## config.mk

```make
export PLATFORM = sky130hd
export DESIGN_NAME = instruction_fetch_unit
export DESIGN_NICKNAME = d
export VERILOG_FILES = /design/src/rtl/instruction_fetch_unit.sv
export SDC_FILE = /design/constraint.sdc
export NUM_CORES = 1
export LEC_CHECK = 0
export CORE_ASPECT_RATIO = 0.75
export CORE_UTILIZATION = 60
export DETAILED_ROUTE_END_ITERATION = 6
export PLACE_DENSITY = 0.85
export SLEW_MARGIN = 40
export SYNTH_ARGS = -nofsm -noshare
export SYNTH_HDL_FRONTEND = slang
export SYNTH_SLANG_ARGS = --single-unit
export TNS_END_PERCENT = 10
```

## constraint.sdc

```tcl
create_clock -name clk -period 5.35 [get_ports clk]
set_input_delay 1.07 -clock clk [delete_from_list [all_inputs] [get_ports clk]]
set_output_delay 1.07 -clock clk [all_outputs]
set_load 0.05 [all_outputs]
```

## src/rtl/instruction_fetch_unit.sv

```systemverilog
// instruction_fetch_unit: prefetching front end with a latency-1 imem, a small FIFO and epoch-based redirect flush.
module instruction_fetch_unit #(
  parameter int ADDR_W = 8,
  parameter int INSTR_W = 9,
  parameter int DEPTH = 4,
  parameter logic [ADDR_W-1:0] RESET_PC = '0
) (
  input  logic               clk,
  input  logic               rst_n,
  output logic               imem_req_o,
  output logic [ADDR_W-1:0]  imem_addr_o,
  input  logic [INSTR_W-1:0] imem_rdata_i,
  input  logic               redirect_i,
  input  logic [ADDR_W-1:0]  redirect_target_i,
  output logic               out_valid_o,
  input  logic               out_ready_i,
  output logic [INSTR_W-1:0] out_instr_o,
  output logic [ADDR_W-1:0]  out_pc_o,
  output logic [$clog2(DEPTH+1)-1:0] fifo_count_o
);
  localparam int CW = $clog2(DEPTH+1);
  localparam int PW = $clog2(DEPTH);
  logic [ADDR_W-1:0] pc_q, pc_d, ipc_q;
  logic req_q, req_d, inf_q, iep_q, ep_q, push, pop;
  logic [PW-1:0] rd_q, wr_q;
  logic [CW-1:0] cnt_q, cnt_d;
  logic [INSTR_W-1:0] ins_q [DEPTH];
  logic [ADDR_W-1:0] pcs_q [DEPTH];
  always_comb begin
    pop = (cnt_q != '0) && out_ready_i;
    push = inf_q && (iep_q == ep_q) && !redirect_i;
    cnt_d = redirect_i ? '0 : cnt_q + CW'(push) - CW'(pop);
    // the request issued this cycle becomes in-flight at the edge, so it counts against free slots
    req_d = ({1'b0, cnt_d} + (CW+1)'(req_q)) < (CW+1)'(DEPTH);
    pc_d = redirect_i ? redirect_target_i : pc_q + ADDR_W'(req_q);
  end
  always_ff @(posedge clk or negedge rst_n) begin
    if (!rst_n) begin
      pc_q <= RESET_PC;
      ipc_q <= '0;
      req_q <= 1'b0;
      inf_q <= 1'b0;
      iep_q <= 1'b0;
      ep_q <= 1'b0;
      rd_q <= '0;
      wr_q <= '0;
      cnt_q <= '0;
      for (int i = 0; i < DEPTH; i++) begin
        ins_q[i] <= '0;
        pcs_q[i] <= '0;
      end
    end else begin
      pc_q <= pc_d;
      req_q <= req_d;
      cnt_q <= cnt_d;
      inf_q <= req_q;
      ipc_q <= pc_q;
      iep_q <= ep_q;
      ep_q <= ep_q ^ redirect_i;
      rd_q <= redirect_i ? '0 : rd_q + PW'(pop);
      wr_q <= redirect_i ? '0 : wr_q + PW'(push);
      if (push) begin
        ins_q[wr_q] <= imem_rdata_i;
        pcs_q[wr_q] <= ipc_q;
      end
    end
  end
  assign imem_req_o = req_q;
  assign imem_addr_o = req_q ? pc_q : '0;
  assign out_valid_o = cnt_q != '0;
  assign out_instr_o = ins_q[rd_q];
  assign out_pc_o = pcs_q[rd_q];
  assign fifo_count_o = cnt_q;
endmodule

```

# --- After elaboration in Yosys (flattened, before gate mapping) ---
# Cells that the tools add are included.
op_classes:
  n_mux: 17
  n_addsub: 6
  reduce_logical: 6
  bitwise: 3
  n_lt_le_gt_ge: 4
  n_eq_ne: 1
ops:
  columns: ["cell", "n"]
  rows:
  - ["$mux W8", 5]
  - ["$bwmux W36", 1]
  - ["$bwmux W32", 1]
  - ["$mux W9", 3]
  - ["$bmux W9 S2", 1]
  - ["$demux W9 S2", 1]
  - ["$bmux W8 S2", 1]
  - ["$demux W8 S2", 1]
  - ["$add A8 B1 Y8", 1]
  - ["$ge A3 B3 Y1 const B", 2]
  - ["$not A2 Y3", 2]
  - ["$add A2 B1 Y2", 2]
  - ["$add A3 B1 Y4", 1]
  - ["$logic_and A1 B1 Y1", 4]
  - ["$lt A4 B3 Y1 const B", 1]
  - ["$mux W2", 2]
  - ["$add A3 B1 Y3", 1]
  - ["$lt A3 B1 Y1 const B", 1]
  - ["$mux W3", 1]
  - ["$reduce_bool A3 Y1", 1]
  - ["$sub A3 B1 Y3", 1]
  - ["$eq A1 B1 Y1", 1]
  - ["$logic_not A1 Y1", 1]
  - ["$xor A1 B1 Y1", 1]
word_totals:
  in_bits: 21
  reg_bits: 95
  elab_cells: 54

# --- Longest topological paths before layout ---
# Gate-level depths: netlist (run 1).
depth:
  ltp_word: 8
  depth_mapped: 9
  depth_no_buf: 9

# --- Worst setup path before layout (run 1) ---
# OpenSTA, ideal clock, no wires.
synth_timing:
  path_kind: "in2reg"
  from: "in redirect_i"
  to: "reg req_q, in the netlist imem_req_o"
  setup_slack_ns: 2.496
  setup_ns: 0.153
  arrival_ns: 2.701
  path_stages: 9
  cell_sequence: "nand2b_4 -> or2_2 -> ha_1 -> inv_1 -> ha_1 -> fa_1 -> xor3_1 -> nor2_1 -> a31oi_1"
synth_between:
  elab_chain_len: 7
synth_rtl:
  columns: ["item", "line_no", "rtl"]
  rows:
  - ["start, declared", "13", "input logic redirect_i,"]
  - ["$logic_not A1 Y1", "31", "push = inf_q && (iep_q == ep_q) && !redirect_i;"]
  - ["$logic_and A1 B1 Y1", "31", null]
  - ["$add A3 B1 Y3", "32", "cnt_d = redirect_i ? '0 : cnt_q + CW'(push) - CW'(pop);"]
  - ["$sub A3 B1 Y3", "32", null]
  - ["$mux W3 *", "32", null]
  - ["net cnt_d[2]", "26", "logic [CW-1:0] cnt_q, cnt_d;"]
  - ["$add A3 B1 Y4 *", "34", "req_d = ({1'b0, cnt_d} + (CW+1)'(req_q)) < (CW+1)'(DEPTH);"]
  - ["$lt A4 B3 Y1 *", "34", null]
  - ["net req_d", "24", "logic req_q, req_d, inf_q, iep_q, ep_q, push, pop;"]
  - ["end signal, assigned", "54", "req_q <= req_d;"]
  - ["end, declared", "24", null]
# The timed path passes the listed nets; every way through them passes the cells marked *.
# A chain may end at the register's enable or synchronous reset.

# --- Worst setup path after layout (run 1) ---
layout_timing:
  from: "reg rd_q[0]"
  to: "out out_pc_o[5]"
layout_between:
  elab_chain_len: 4
layout_rtl:
  columns: ["item", "line_no", "rtl"]
  rows:
  - ["start, declared", "25", "logic [PW-1:0] rd_q, wr_q;"]
  - ["start signal, assigned", "60", "rd_q <= redirect_i ? '0 : rd_q + PW'(pop);"]
  - ["$not A2 Y3 (implied by the code)", "72", "assign out_pc_o = pcs_q[rd_q];"]
  - ["$bmux W8 S2", "72", null]
  - ["$mux W8 (implied by the code) (2 in series)", "72", null]
  - ["end, declared", "18", "output logic [ADDR_W-1:0] out_pc_o,"]
# Every way passes these cells. The select of a mux whose other input is x is not followed.

==> impl_results.md, run 1 <==
- I/O pins: 51
- ANT cells: 0
- # Max-Cap Violations: 0
- Clk_lat worst skew: 0.35 ns
- Final ANT Viol Nets: 0
- Setup-failing EPs final: 0
- Hold endpoint: ipc_q[0]$_DFF_PN0_
- Hold_buf cts: 0
- Layout cells sized above 1: 0.363
- Port Buffers: 50
- Register bit total from synthesis: 95
- YS warnings: 0
- CP Capture Type: output pin
- Met1 wire length: 3.69 mm
- Die Ht: 74.4 µm
- Met2 wire length: 3.41 mm
- Synthesized cell area: 4200 µm²
- Die area: 7340 µm²
- Core ar.: 6540 µm²
- Cells on worst reg2reg path: 9
- Detail Placement HPWL: 4.80 mm
- Final Net Count: 348
- Fillers: 398
- H-tree levels: 3
- Largest net degree at the start of global routing: 57
- Library cells used by synthesis: 32
- Critical path class: flop to output pin
- Final Hold Vio Count: 0
- Reg2Reg Launch Point: fifo_count_o[1]$_DFF_PN0_
- Synth Instances: 264
- Worst-path maximum fanout: 10
- Row cnt: 25
- Final worst slack: 1.58 ns
- Clk pin slew, worst setup/hold paths: 0.09 ns
- Clock sinks: 95
- RR Endpoint: imem_req_o$_DFF_PN0_
- Initial DRC count: 129
- Die X-Extent: 98.6 µm
- RSZ-0062 raised after global routing: false
- Pwr dens: 628 nW/µm²
- GPL Wtd Cong: 0.770
- Initial antenna violation count: 0
- DRC violations left: 0
- Post-CTS setup buffers: 0
- Wire length per cell: 18.4 µm
- Rel. slew slack: 0.545
- Fin area: 4980 µm²
- Post-CTS sizing: 0
- Clock Path Buffers: 2
- Placed cell areas: 4770 µm²
- Worst Path Required: 4.28 ns
- Type of the most critical hold path: flop to flop
- Fmax: 265 MHz
- Drt first pass iters: 4
- Final worst-path cycle share: 0.705
- Register area share after synthesis: 0.566
- Via density: 5.76
- Number of CTS-inserted buffers: 9
- Clock skew: 0.00712 ns
- HP Start: pc_q[0]$_DFF_PN0_
- Initial core utilization: 0.642
- Hold Worst Slack: 0.388 ns
- Area delta synth->final: 18.6%
- Mean Syn Cell Area: 15.9 µm²
- First-pass GRT wire length: 12.7 mm
- Met3 WL: 315 µm
- Total chip power: 3.12 mW
- Gr usage total: 0.233
- Lkg Pwr: 2.23 nW
- Final TNS setup: 0 ns
- Top routing layer used: met4
- Tmin final: 3.77 ns
- CP arrival: 2.70 ns
- Total gr overflow: 0
- Critical Path Source Type: flop
- VDD IR max: 0.000341 V
- Slew Limit Fails: 0
- Total Wirelength: 7.48 mm
- Vias in the first global route: 2457
- Vias: 2339
- Actual slew at the worst max-slew pin: 0.683 ns
- Outcome: finished clean
- Post-Syn Nets: 292
- CTS tree: built
- Worst slack at placement: 1.76 ns
- Root Buffer: clkbuf_8
- WHS Path Cells: 0
- Flop2flop setup slack: 2.97 ns
## routing by layer
metal	vias to the layer above	global-route usage
met4	0	0.0697
met3	8	0.0648
met1	1208	0.334
li1	1063	-
met5	-	0
met2	60	0.357
## sequential cells by signal, indices dropped and copies added (netlist names)
register,cells
fifo_count_o,3
imem_req_o,1
inf_q,1
pcs_q,32
pc_q,8
wr_q,2
iep_q,1
rd_q,2
ins_q,36
ipc_q,8
ep_q,1
## power by group
group	switching, mW	total, mW	internal [mW]
combinational	0.792	1.48	0.691
sequential	0.193	1.16	0.965
clock	0.230	0.483	0.253
## worst max-delay path: stages, from the launching register on
cell	delay [ns]
dfrtp_1	0.73
buf_4	0.35
mux4_2	0.55
clkdlybuf4s50_1	0.72
## worst max path at each step
stage               slack [ns]         startpoint                    to
global route              1.43  rd_q[0]$_DFF_PN0_           out_pc_o[6]
detailed placement        1.76         redirect_i  imem_req_o$_DFF_PN0_
floorplan                 2.50         redirect_i  imem_req_o$_DFF_PN0_
global placement          1.81         redirect_i  imem_req_o$_DFF_PN0_
CTS                       1.53  rd_q[0]$_DFF_PN0_           out_pc_o[5]
finish                    1.58  rd_q[0]$_DFF_PN0_           out_pc_o[5]
## cell usage after synthesis
| master | instances | area (µm²) |
|---|---|---|
| dfrtp_1 | 95 | 2380 |
| mux2_2 | 60 | 676 |
| mux4_2 | 17 | 383 |
| mux2_4 | 10 | 150 |
| and2_1 | 8 | 50.1 |
| nand2_1 | 8 | 30.0 |
| ha_1 | 6 | 75.1 |
| nand3_1 | 6 | 30.0 |
| nor2b_1 | 6 | 37.5 |
| o21ai_0 | 6 | 30.0 |
| inv_1 | 5 | 18.8 |
| buf_2 | 3 | 15.0 |
| buf_4 | 3 | 22.5 |
| clkbuf_1 | 3 | 11.3 |
| nor2_1 | 3 | 11.3 |
| or4_1 | 3 | 22.5 |
| xnor2_1 | 3 | 26.3 |
| xor2_1 | 3 | 26.3 |
| nor4b_4 | 2 | 47.6 |
| or2_2 | 2 | 12.5 |
| a31oi_1 | 1 | 6.26 |
| and2b_1 | 1 | 7.51 |
| buf_6 | 1 | 11.3 |
| buf_8 | 1 | 15.0 |
| fa_1 | 1 | 20.0 |
| nand2b_4 | 1 | 13.8 |
| nand4_1 | 1 | 6.26 |
| nor3_2 | 1 | 10.0 |
| o311ai_0 | 1 | 8.76 |
| or3_1 | 1 | 6.26 |
| xor2_2 | 1 | 16.3 |
| xor3_1 | 1 | 23.8 |
## cells in the final DEF (no fill, tap or decap), types with 5 or more instances in the layout
cell type,netlist,final
buf_4,3,7
nand3_1,6,6
mux4_2,17,17
inv_1,5,5
ha_1,6,6
clkdlybuf4s50_1,0,49
nand2_1,8,8
o21ai_0,6,6
mux2_4,10,10
clkbuf_8,0,12
and2_1,8,8
nor2b_1,6,6
dfrtp_1,95,94
mux2_2,60,60
## cell families (layout without fill, tap and decap cells)
logic type,after synthesis,after routing,synth area share
simple gates,43,43,0.0680
compound gates,8,8,0.0107
fa+ha+maj,7,7,0.0227
mux,87,87,0.288
buf+inv,16,77,0.0224
xor+xnor,8,8,0.0221
flops,95,95,0.566
## through the flow
stage,cells,utilization
2_1_floorplan,264,-
6_report,406,0.762
3_5_place_dp,390,0.729
5_1_grt,406,0.762
3_3_place_gp,390,0.729
4_1_cts,406,0.761
## area by class of cell
type                       instances  area [µm²]  area share
tap                               81         101      0.0204
timing repair buffer              56         543       0.109
clock inverter                     3        40.0     0.00804
clock buffer                      13         169      0.0339
sequential                        95        2380       0.478
multi-input combinational        153        1730       0.347
inverter                           5        18.8     0.00377
(Power assumes the default switching activity.)
==> run 2, diff against run 1 <==
CORE_UTILIZATION = 50   (was 60)
PLACE_DENSITY = 0.76   (was 0.85)
clock period = 3.35 ns   (was 5.35 ns; I/O delays follow)
==> run 2 against run 1 <==
Total power up 58%. Register-to-register slack worse by 2.0 ns. Clock power up 49%. Critical endpoint is now out_pc_o[6]. Wire length down 1.4%. First-iteration DRC count down 34%. Via count down 0.64%. Critical path type unchanged. Die area up 20%. Combinational power up 64%. Cell count up 6.4%. Final area up 0.53%. Sequential power up 56%.
==> impl_results.md, run 2 (synthesis gave the netlist of run 1 again) <==
- Outcome: finished clean
- Clock Path Buffers: 2 (unchanged)
- Die Ht: 81.4 µm (+9.3%)
- Cells on worst reg2reg path: 9 (unchanged)
- Lkg Pwr: 2.23 nW (about the same)
- Clock skew: 0.0132 ns (+0.00611 ns)
- Start point of the critical path: rd_q[0]$_DFF_PN0_
- Port Buffers: 50 (unchanged)
- Rel. slew slack: 0.611 (+0.0662)
- Bufs and invs on worst path: 2 (unchanged)
- Multi-input logic area: 1730 µm² (about the same)
- Number of CTS-inserted buffers: 9 (unchanged)
- Hold Worst Slack: 0.312 ns (-0.0758 ns)
- Max stage delay on crit path: 0.73 ns (about the same)
- # Max-Cap Violations: 0 (unchanged)
- Most flop-heavy register: ins_q
- Slowest CP cell: clkdlybuf4s50_1
- Fin area: 5000 µm² (+0.53%)
- Post-CTS setup buffers: 0 (unchanged)
- Die X-Extent: 108 µm (+9.3%)
- Vias in the first global route: 2491 (+1.4%)
- CP Capture Type: output pin
- Row cnt: 28 (+12%)
- Type of the most critical hold path: input pin to async pin
- H-tree levels: 3 (unchanged)
- Final Net Count: 351 (+0.86%)
- RSZ-0062 raised after global routing: false
- Tmin final: 2.99 ns
- Fillers: 626 (+57%)
- Critical Path Source Type: flop
- First-pass GRT wire length: 12.7 mm (about the same)
- Placed instance count: 417 (+6.9%)
- DRC violations left: 0 (unchanged)
- Clock sinks: 95 (unchanged)
- Wire length per cell: 17.1 µm (-7.3%)
- Layout cells sized above 1: 0.364 (+0.000837)
- Flop2flop setup slack: 0.95 ns (-2.02 ns)
- Reg2Reg Launch Point: fifo_count_o[1]$_DFF_PN0_
- Pwr dens: 988 nW/µm² (+57%)
- Final worst-path cycle share: 0.894
- ANT cells: 0 (unchanged)
- Placed cell areas: 4820 µm² (+1.0%)
- Clk_lat worst skew: 0.35 ns (about the same)
- Clk pin slew, worst setup/hold paths: 0.09 ns (about the same)
- Crit path depth: 3 (unchanged)
- Post-route insts no fill: 432 (+6.4%)
- CP Cell Sequence: buf_4 > mux4_2 > clkdlybuf4s50_1
- Top Registers: ins_q: 36 flops, pcs_q: 32 flops
- Final Hold Vio Count: 0 (unchanged)
- Area delta synth->final: 19.2%
- Highest-count cells in the layout ignoring fill and taps: 95 x dfrtp_1, 60 x mux2_2, 48 x clkdlybuf4s50_1
- GPL Wtd Cong: 0.752 (-2.4%)
- FF+latch area: 2380 µm² (about the same)
- Actual slew at the worst max-slew pin: 0.584 ns (-0.0993 ns)
- Delay-heaviest family, CP: buffers and inverters
- Initial core utilization: 0.523 (-0.119)
- Die area: 8770 µm² (+20%)
- Critical path class: flop to output pin
- Total chip power: 4.94 mW (+58%)
- I/O pins: 51 (unchanged)
- Via density: 5.38 (-6.6%)
- CTS tree: built
- Final TNS setup: 0 ns (unchanged)
- Fmax: 334 MHz
- Worst-path maximum fanout: 17 (+7)
- Initial antenna violation count: 0 (unchanged)
- Slew Limit Fails: 0 (unchanged)
- Core ar.: 8020 µm² (+23%)
- Drt first pass iters: 4 (unchanged)
- Worst Path Required: 2.68 ns (-1.60 ns)
- Hold_buf cts: 0 (unchanged)
- Total gr overflow: 0 (unchanged)
- Post-CTS sizing: 0 (unchanged)
- Setup-failing EPs final: 0 (unchanged)
- Largest net degree at the start of global routing: 48 (-16%)
- Final ANT Viol Nets: 0 (unchanged)
- RR Endpoint: imem_req_o$_DFF_PN0_
- Root Buffer: clkbuf_8
- CP arrival: 2.32 ns (-0.38 ns)
- Detail Placement HPWL: 4.87 mm (+1.6%)
- Initial DRC count: 85 (-34%)
- Total Wirelength: 7.38 mm (-1.4%)
- CP endpoint: out_pc_o[6]
- Most common cell after layout, fill and taps aside: dfrtp_1
- Gr usage total: 0.194 (-0.0389)
- Max reg flops: 36 (unchanged)
- VDD IR max: 0.000585 V (+72%)
- Vias: 2324 (-0.64%)
==> run 2: cell type report <==
type                       instances  area share
multi-input combinational        153       0.345
clock buffer                      10      0.0255
sequential                        95       0.475
clock inverter                     5      0.0120
inverter                           5     0.00375
timing repair buffer              59       0.112
tap                              105      0.0263
==> run 2: routing by layer <==
layer | GRT usage | vias up | wire length, µm
met3 | 0.0594 | 8 | 383
li1 | - | 1062 | -
met4 | 0.0452 | 0 | 60
met1 | 0.262 | 1195 | 3480
met2 | 0.313 | 59 | 3450
met5 | 0 | - | 0
==> run 2: through the flow <==
stage	setup WS, ns	util
final	0.356	0.624
after global placement	0.410	0.600
after global routing	0.240	0.624
after CTS	0.314	0.624
after floorplan	0.536	-
after detailed placement	0.344	0.600
==> run 2: report_power, final <==
group          leakage (nW)  internal [mW]  switching [mW]
sequential             1.22           1.54           0.268
combinational         0.925           1.11            1.31
clock                0.0923          0.343           0.376
total                  2.23           2.99            1.95
==> run 2: worst reg2reg max path, stage by stage (launching register included) <==
cell and delay, ns:
dfrtp_1 0.43, or3_1 0.38, and2_1 0.20, ha_1 0.29, inv_1 0.04, ha_1 0.18, fa_1 0.38, xor3_1 0.19
nor2_1 0.15, a31oi_1 0.06
==> run 2: how the worst min path moves through the flow <==
stage | slack, ns | endpoint | cells past startpoint | from
3_5_place_dp | 0.37 | ipc_q[0]$_DFF_PN0_ | 0 | pc_q[0]$_DFF_PN0_
5_1_grt | 0.33 | ins_q[24]$_DFFE_PN0P_ | 1 | rst_n
4_1_cts | 0.32 | ins_q[33]$_DFFE_PN0P_ | 1 | rst_n
2_1_floorplan | 0.36 | ipc_q[0]$_DFF_PN0_ | 0 | pc_q[0]$_DFF_PN0_
3_3_place_gp | 0.37 | ipc_q[0]$_DFF_PN0_ | 0 | pc_q[0]$_DFF_PN0_
6_report | 0.31 | ins_q[33]$_DFFE_PN0P_ | 1 | rst_n
==> patch 1: new RTL, flow settings as in run 2 <==
Change the parameter `INSTR_W` from 9 to 10.
--- a/src/rtl/instruction_fetch_unit.sv
+++ b/src/rtl/instruction_fetch_unit.sv
@@ -1,7 +1,7 @@
 // instruction_fetch_unit: prefetching front end with a latency-1 imem, a small FIFO and epoch-based redirect flush.
 module instruction_fetch_unit #(
   parameter int ADDR_W = 8,
-  parameter int INSTR_W = 9,
+  parameter int INSTR_W = 10,
   parameter int DEPTH = 4,
   parameter logic [ADDR_W-1:0] RESET_PC = '0
 ) (
Ports: changed (resized imem_rdata_i and out_instr_o); port bits go from 51 to 53. The function was not compared with the original's and may differ.
==> patch 1 against run 2 <==
Wire length rose by 7.6%. Final area grew 6.3%. First-iteration DRC count up 3.5%. Largest power group unchanged. Area after synthesis rose by 4.2%. Setup slack lost 0.032 ns. Power increased by 9.9%. Critical path type unchanged. Die area grew 4.1%. Global-route usage grew 0.44 points. Sequential cell count increased by 4.
==> patch 1: results (changes against run 2) <==
Yosys warnings=0 (unchanged); post-CTS setup buffer count=0 (unchanged); Post-CTS Resized=0 (unchanged); Filler cells=619 (-1.1%); setup tns final=0 ns (unchanged); initial antenna violation count=0 (unchanged); Top FF cell, synth=dfrtp_1; Hold/Removal Path Class=in -> async; Port-buffer cells=52 (+4.0%); clock skew=0.005307 ns (-0.007925 ns); vias in the first global route=2,651 (+6.4%); Clock Pin Slew Worst Setup and Hold Paths=0.07 ns (-0.02 ns); worst vdd ir=0.6629 mV (+13%); static leakage=2.388 nW (+6.9%); wire per inst=17.72 um (+3.7%); M1 WL=3852 um (+11%); gr usage total=0.1988 (+0.004419); first-pass GRT wire length=13,520 um (+6.7%); metal2 WL=3648 um (+5.6%); critical path arrival=2.36 ns (+0.04 ns); Async SR Flop Fraction=1.000 (unchanged); placer congestion estimate=0.7436 (-1.1%); H-tree depth=3 (unchanged); worst skew pair latency=0.34 ns; Post-synth top cells=dfrtp_1 (99), mux2_2 (64), mux4_2 (18), mux2_4 (10); R2R cell count=8 (-1); clk root buf=clkbuf_16; Synth Net Count=302 (+3.4%); clk buf depth=2 (unchanged); routed length on met3=305 um (-20%); routed via count=2,452 (+5.5%); top layer in use=met4; final net count=364 (+3.7%); top cells by area, synth=dfrtp_1 (57%), mux2_2 (16%), mux4_2 (9.3%); TritonRoute pass-1 iters=4 (unchanged); CTS buffer count=9 (unchanged); Regs by FF count=ins_q: 40 flops, pcs_q: 32 flops; share of layout cells above drive strength 1=0.3941 (+0.03020); max-slew headroom at the worst pin=0.5558 (-0.05491); DRT iter0 DRCs=88 (+3.5%); Max FO, Critical Path=15 (-2); Final HPWL DP=5038 um (+3.4%); status=completed; # diodes=0 (unchanged); largest net degree at the start of global routing=76 (+58%); Distinct cells, synth=33 (+3.1%); register area share after synthesis=0.5664 (about the same)
-- patch 1: cell types whose count changed after synthesis, sizes merged --
| cell | run 2 | this run |
|---|---|---|
| clkbuf | 3 | 2 |
| mux4 | 17 | 18 |
| dfrtp | 95 | 99 |
| buf | 8 | 9 |
| mux2 | 70 | 74 |
-- patch 1: layout make-up --
class | instances | area, um^2 | area share
clock buffers | 10 | 239.0 | 0.04494
clock inverters | 6 | 63.81 | 0.01200
inverters | 5 | 18.77 | 0.003529
multi-input cells | 158 | 1794 | 0.3374
flip-flops and latches | 99 | 2477 | 0.4659
well taps | 108 | 135.1 | 0.02541
repair buffers | 62 | 589.3 | 0.1108
-- patch 1: logic make-up (layout without fill, tap and decap cells) --
logic type | count (synthesis) | in the layout | share of synthesized area
compound gates | 8 | 8 | 0.01030
buf+inv | 16 | 83 | 0.02345
fa+ha+maj | 7 | 7 | 0.02174
simple gates | 43 | 43 | 0.06522
xor+xnor | 8 | 8 | 0.02117
mux | 92 | 92 | 0.2918
flops | 99 | 99 | 0.5664
-- patch 1: power by group --
group          internal [W]  total (W)  switching (W)
combinational       0.00115    0.00250        0.00135
sequential          0.00161    0.00190       0.000288
clock              0.000599    0.00104       0.000439
-- patch 1: routing by layer --
layer	GRT usage	up-vias
met2	0.2903	52
li1	-	1112
met5	0	-
met3	0.05102	13
met4	0.07636	0
met1	0.2863	1275
-- patch 1: worst paths after layout --
check | startpoint | to | slack [ns]
setup / recovery | rd_q[0] | out_instr_o[8] | 0.32
hold / removal | rst_n | ins_q[12] | 0.34
setup reg to reg | fifo_count_o[1] | imem_req_o | 0.91
hold reg to reg | pc_q[0] | ipc_q[0] | 0.39
max in group asynchronous | rst_n | ipc_q[0] | 2.34
min in group clk | pc_q[0] | ipc_q[0] | 0.39
-- patch 1: stage by stage --
stage / cell area, um^2 / total power (W) / utilization / setup slack, ns / instances
finish: 5318 / 0.005434 / 0.6290 / 0.3234 / 448
global route: 5318 / 0.005725 / 0.6290 / 0.2106 / 448
CTS: 5318 / 0.005491 / 0.6290 / 0.2745 / 448
detailed placement: 5015 / 0.004430 / 0.5932 / 0.3527 / 432
global placement: 5011 / 0.004374 / 0.5927 / 0.4156 / 432
floorplan: 4374 / 0.003751 / - / 0.5361 / 273
-- patch 1: critical path, cell delays in order (launching register included) --
cell and delay [ns]:
dfrtp_1 0.55, buf_12 0.23, mux4_2 0.52, clkdlybuf4s50_1 0.71
==> patch 2: new RTL, settings of run 2 <==
Made on the original files. Reset style: synchronous (`rst_n`), changed in one clocked block.
--- a/src/rtl/instruction_fetch_unit.sv
+++ b/src/rtl/instruction_fetch_unit.sv
@@ -34,7 +34,7 @@
     req_d = ({1'b0, cnt_d} + (CW+1)'(req_q)) < (CW+1)'(DEPTH);
     pc_d = redirect_i ? redirect_target_i : pc_q + ADDR_W'(req_q);
   end
-  always_ff @(posedge clk or negedge rst_n) begin
+  always_ff @(posedge clk) begin
     if (!rst_n) begin
       pc_q <= RESET_PC;
       ipc_q <= '0;
Function: differs if rst_n is asserted again (counterexample within 4 cycles, from zero or initial values and one cycle with rst_n low); with rst_n held inactive, the same outputs for 10 cycles.
==> patch 2 against run 2 <==
Sequential cell count unchanged. First-iteration DRC count is 24% lower. Cell count rose by 6.3%. Register-to-register slack gained 0.04 ns. Setup slack got worse by 0.082 ns. Area after synthesis down 0.30%. Wire length grew 4.4%. Worst hold slack gained 0.21 ns. Final area down 0.27%.
Power is not compared: it rests on default switching activity, and its combinational part moved more than twofold at a synthesized area within 25%.
==> patch 2: results (changes against run 2) <==
crit path from=rd_q[0]; first-pass GRT wire length=12,280 um (-3.0%); largest net degree at the start of global routing=22 (-54%); placer congestion estimate=0.8424 (+12%); Top FF cell, synth=edfxtp_1; top cells by area, synth=edfxtp_1 (49%), and2_1 (13%), dfxtp_1 (13%); status=completed; multi-input gates=176 (+15%); routed length on met3=286 um (-25%); Async SR Flop Fraction=0 (-1.000); Distinct cells, synth=39 (+22%); fraction of area in multi-input gates=0.2996 (-0.04543); vias in the first global route=2,456 (-1.4%); worst slew pin tran=0.5269 ns (-0.05703 ns); r2r startpoint=ep_q; CP Capture Point=out_pc_o[6]; wire per inst=16.79 um (-1.7%); Synth Net Count=313 (+7.2%); Yosys warnings=0 (unchanged); Post-synth top cells=and2_1 (87), edfxtp_1 (68), dfxtp_1 (27), mux4_2 (17), nor2_1 (12); Layout clock area frac=0.03560 (-0.001902); DRT iter0 DRCs=65 (-24%); Hold/Removal Path Class=reg -> reg; share of layout cells above drive strength 1=0.1554 (-0.2085); clock skew=0.01090 ns (-0.002335 ns); clock buffer count=9 (-1); Hold WS=0.5225 ns (+0.2102 ns); M1 WL=3493 um (+0.34%); worst vdd ir=between 0.2 and 0.25 mV; Final HPWL DP=4887 um (+0.27%); metal2 WL=3854 um (+12%); Synth Instances=287 (+8.7%); routed via count=2,398 (+3.2%); gr usage total=0.1935 (-0.0008984); register area share after synthesis=0.6170 (+0.05072); final net count=375 (+6.8%); Post-synth EDFFs=68 (+68); fraction of area in registers=0.5174 (+0.04242); non-clk buf share=0.1173 (+0.004823); worst reg2reg setup slack=0.99 ns (+0.04 ns); r2r endpoint=imem_req_o
==> patch 2: cell count changes after synthesis, moves of 6 or more <==
cell      before  now
and2_1         8   87
edfxtp_1       0   68
dfxtp_1        0   27
nand2_1        8    2
dfrtp_1       95    0
nor2_1         3   12
mux2_2        60    0
mux2_4        10    0
==> patch 2: logic make-up after synthesis <==
family	after synthesis	synth area share
AND/OR/NAND/NOR	123	0.1883
flip-flops	95	0.6170
multiplexers	20	0.09866
AO/OA/AOI/OAI	18	0.02481
buffers and inverters	16	0.02571
XOR/XNOR	10	0.02870
adder cells (fa/ha/maj)	5	0.01674
==> patch 2: per-layer routing <==
metal | vias up | GRT usage
met5 | - | 0
li1 | 1151 | -
met1 | 1187 | 0.2361
met3 | 9 | 0.05457
met2 | 51 | 0.3359
met4 | 0 | 0.06027
==> patch 2: worst max-delay path, delay by kind of cell (launching register included) <==
family,cells,cell delay (ns)
flops,1,0.38
mux,1,0.58
buf+inv,2,1.08
==> patch 2: power groups by stage <==
stage                     registers [W]  clock network [W]  logic, W
after floorplan                 0.00136                  0  0.000166
after global placement          0.00136                  0  0.000261
after detailed placement        0.00136                  0  0.000265
after CTS                       0.00134           0.000694  0.000266
after global routing            0.00134           0.000736  0.000280
final                           0.00134           0.000680  0.000263
==> patch 2: metrics by stage <==
step	instance area (um^2)	cells	setup slack, ns	power [W]
6_report	4991	459	0.2738	0.002279
5_1_grt	4991	459	0.1671	0.002359
4_1_cts	4991	459	0.2281	0.002296
3_5_place_dp	4813	443	0.3188	0.001628
3_3_place_gp	4813	443	0.3733	0.001621
2_1_floorplan	4185	287	0.3567	0.001526
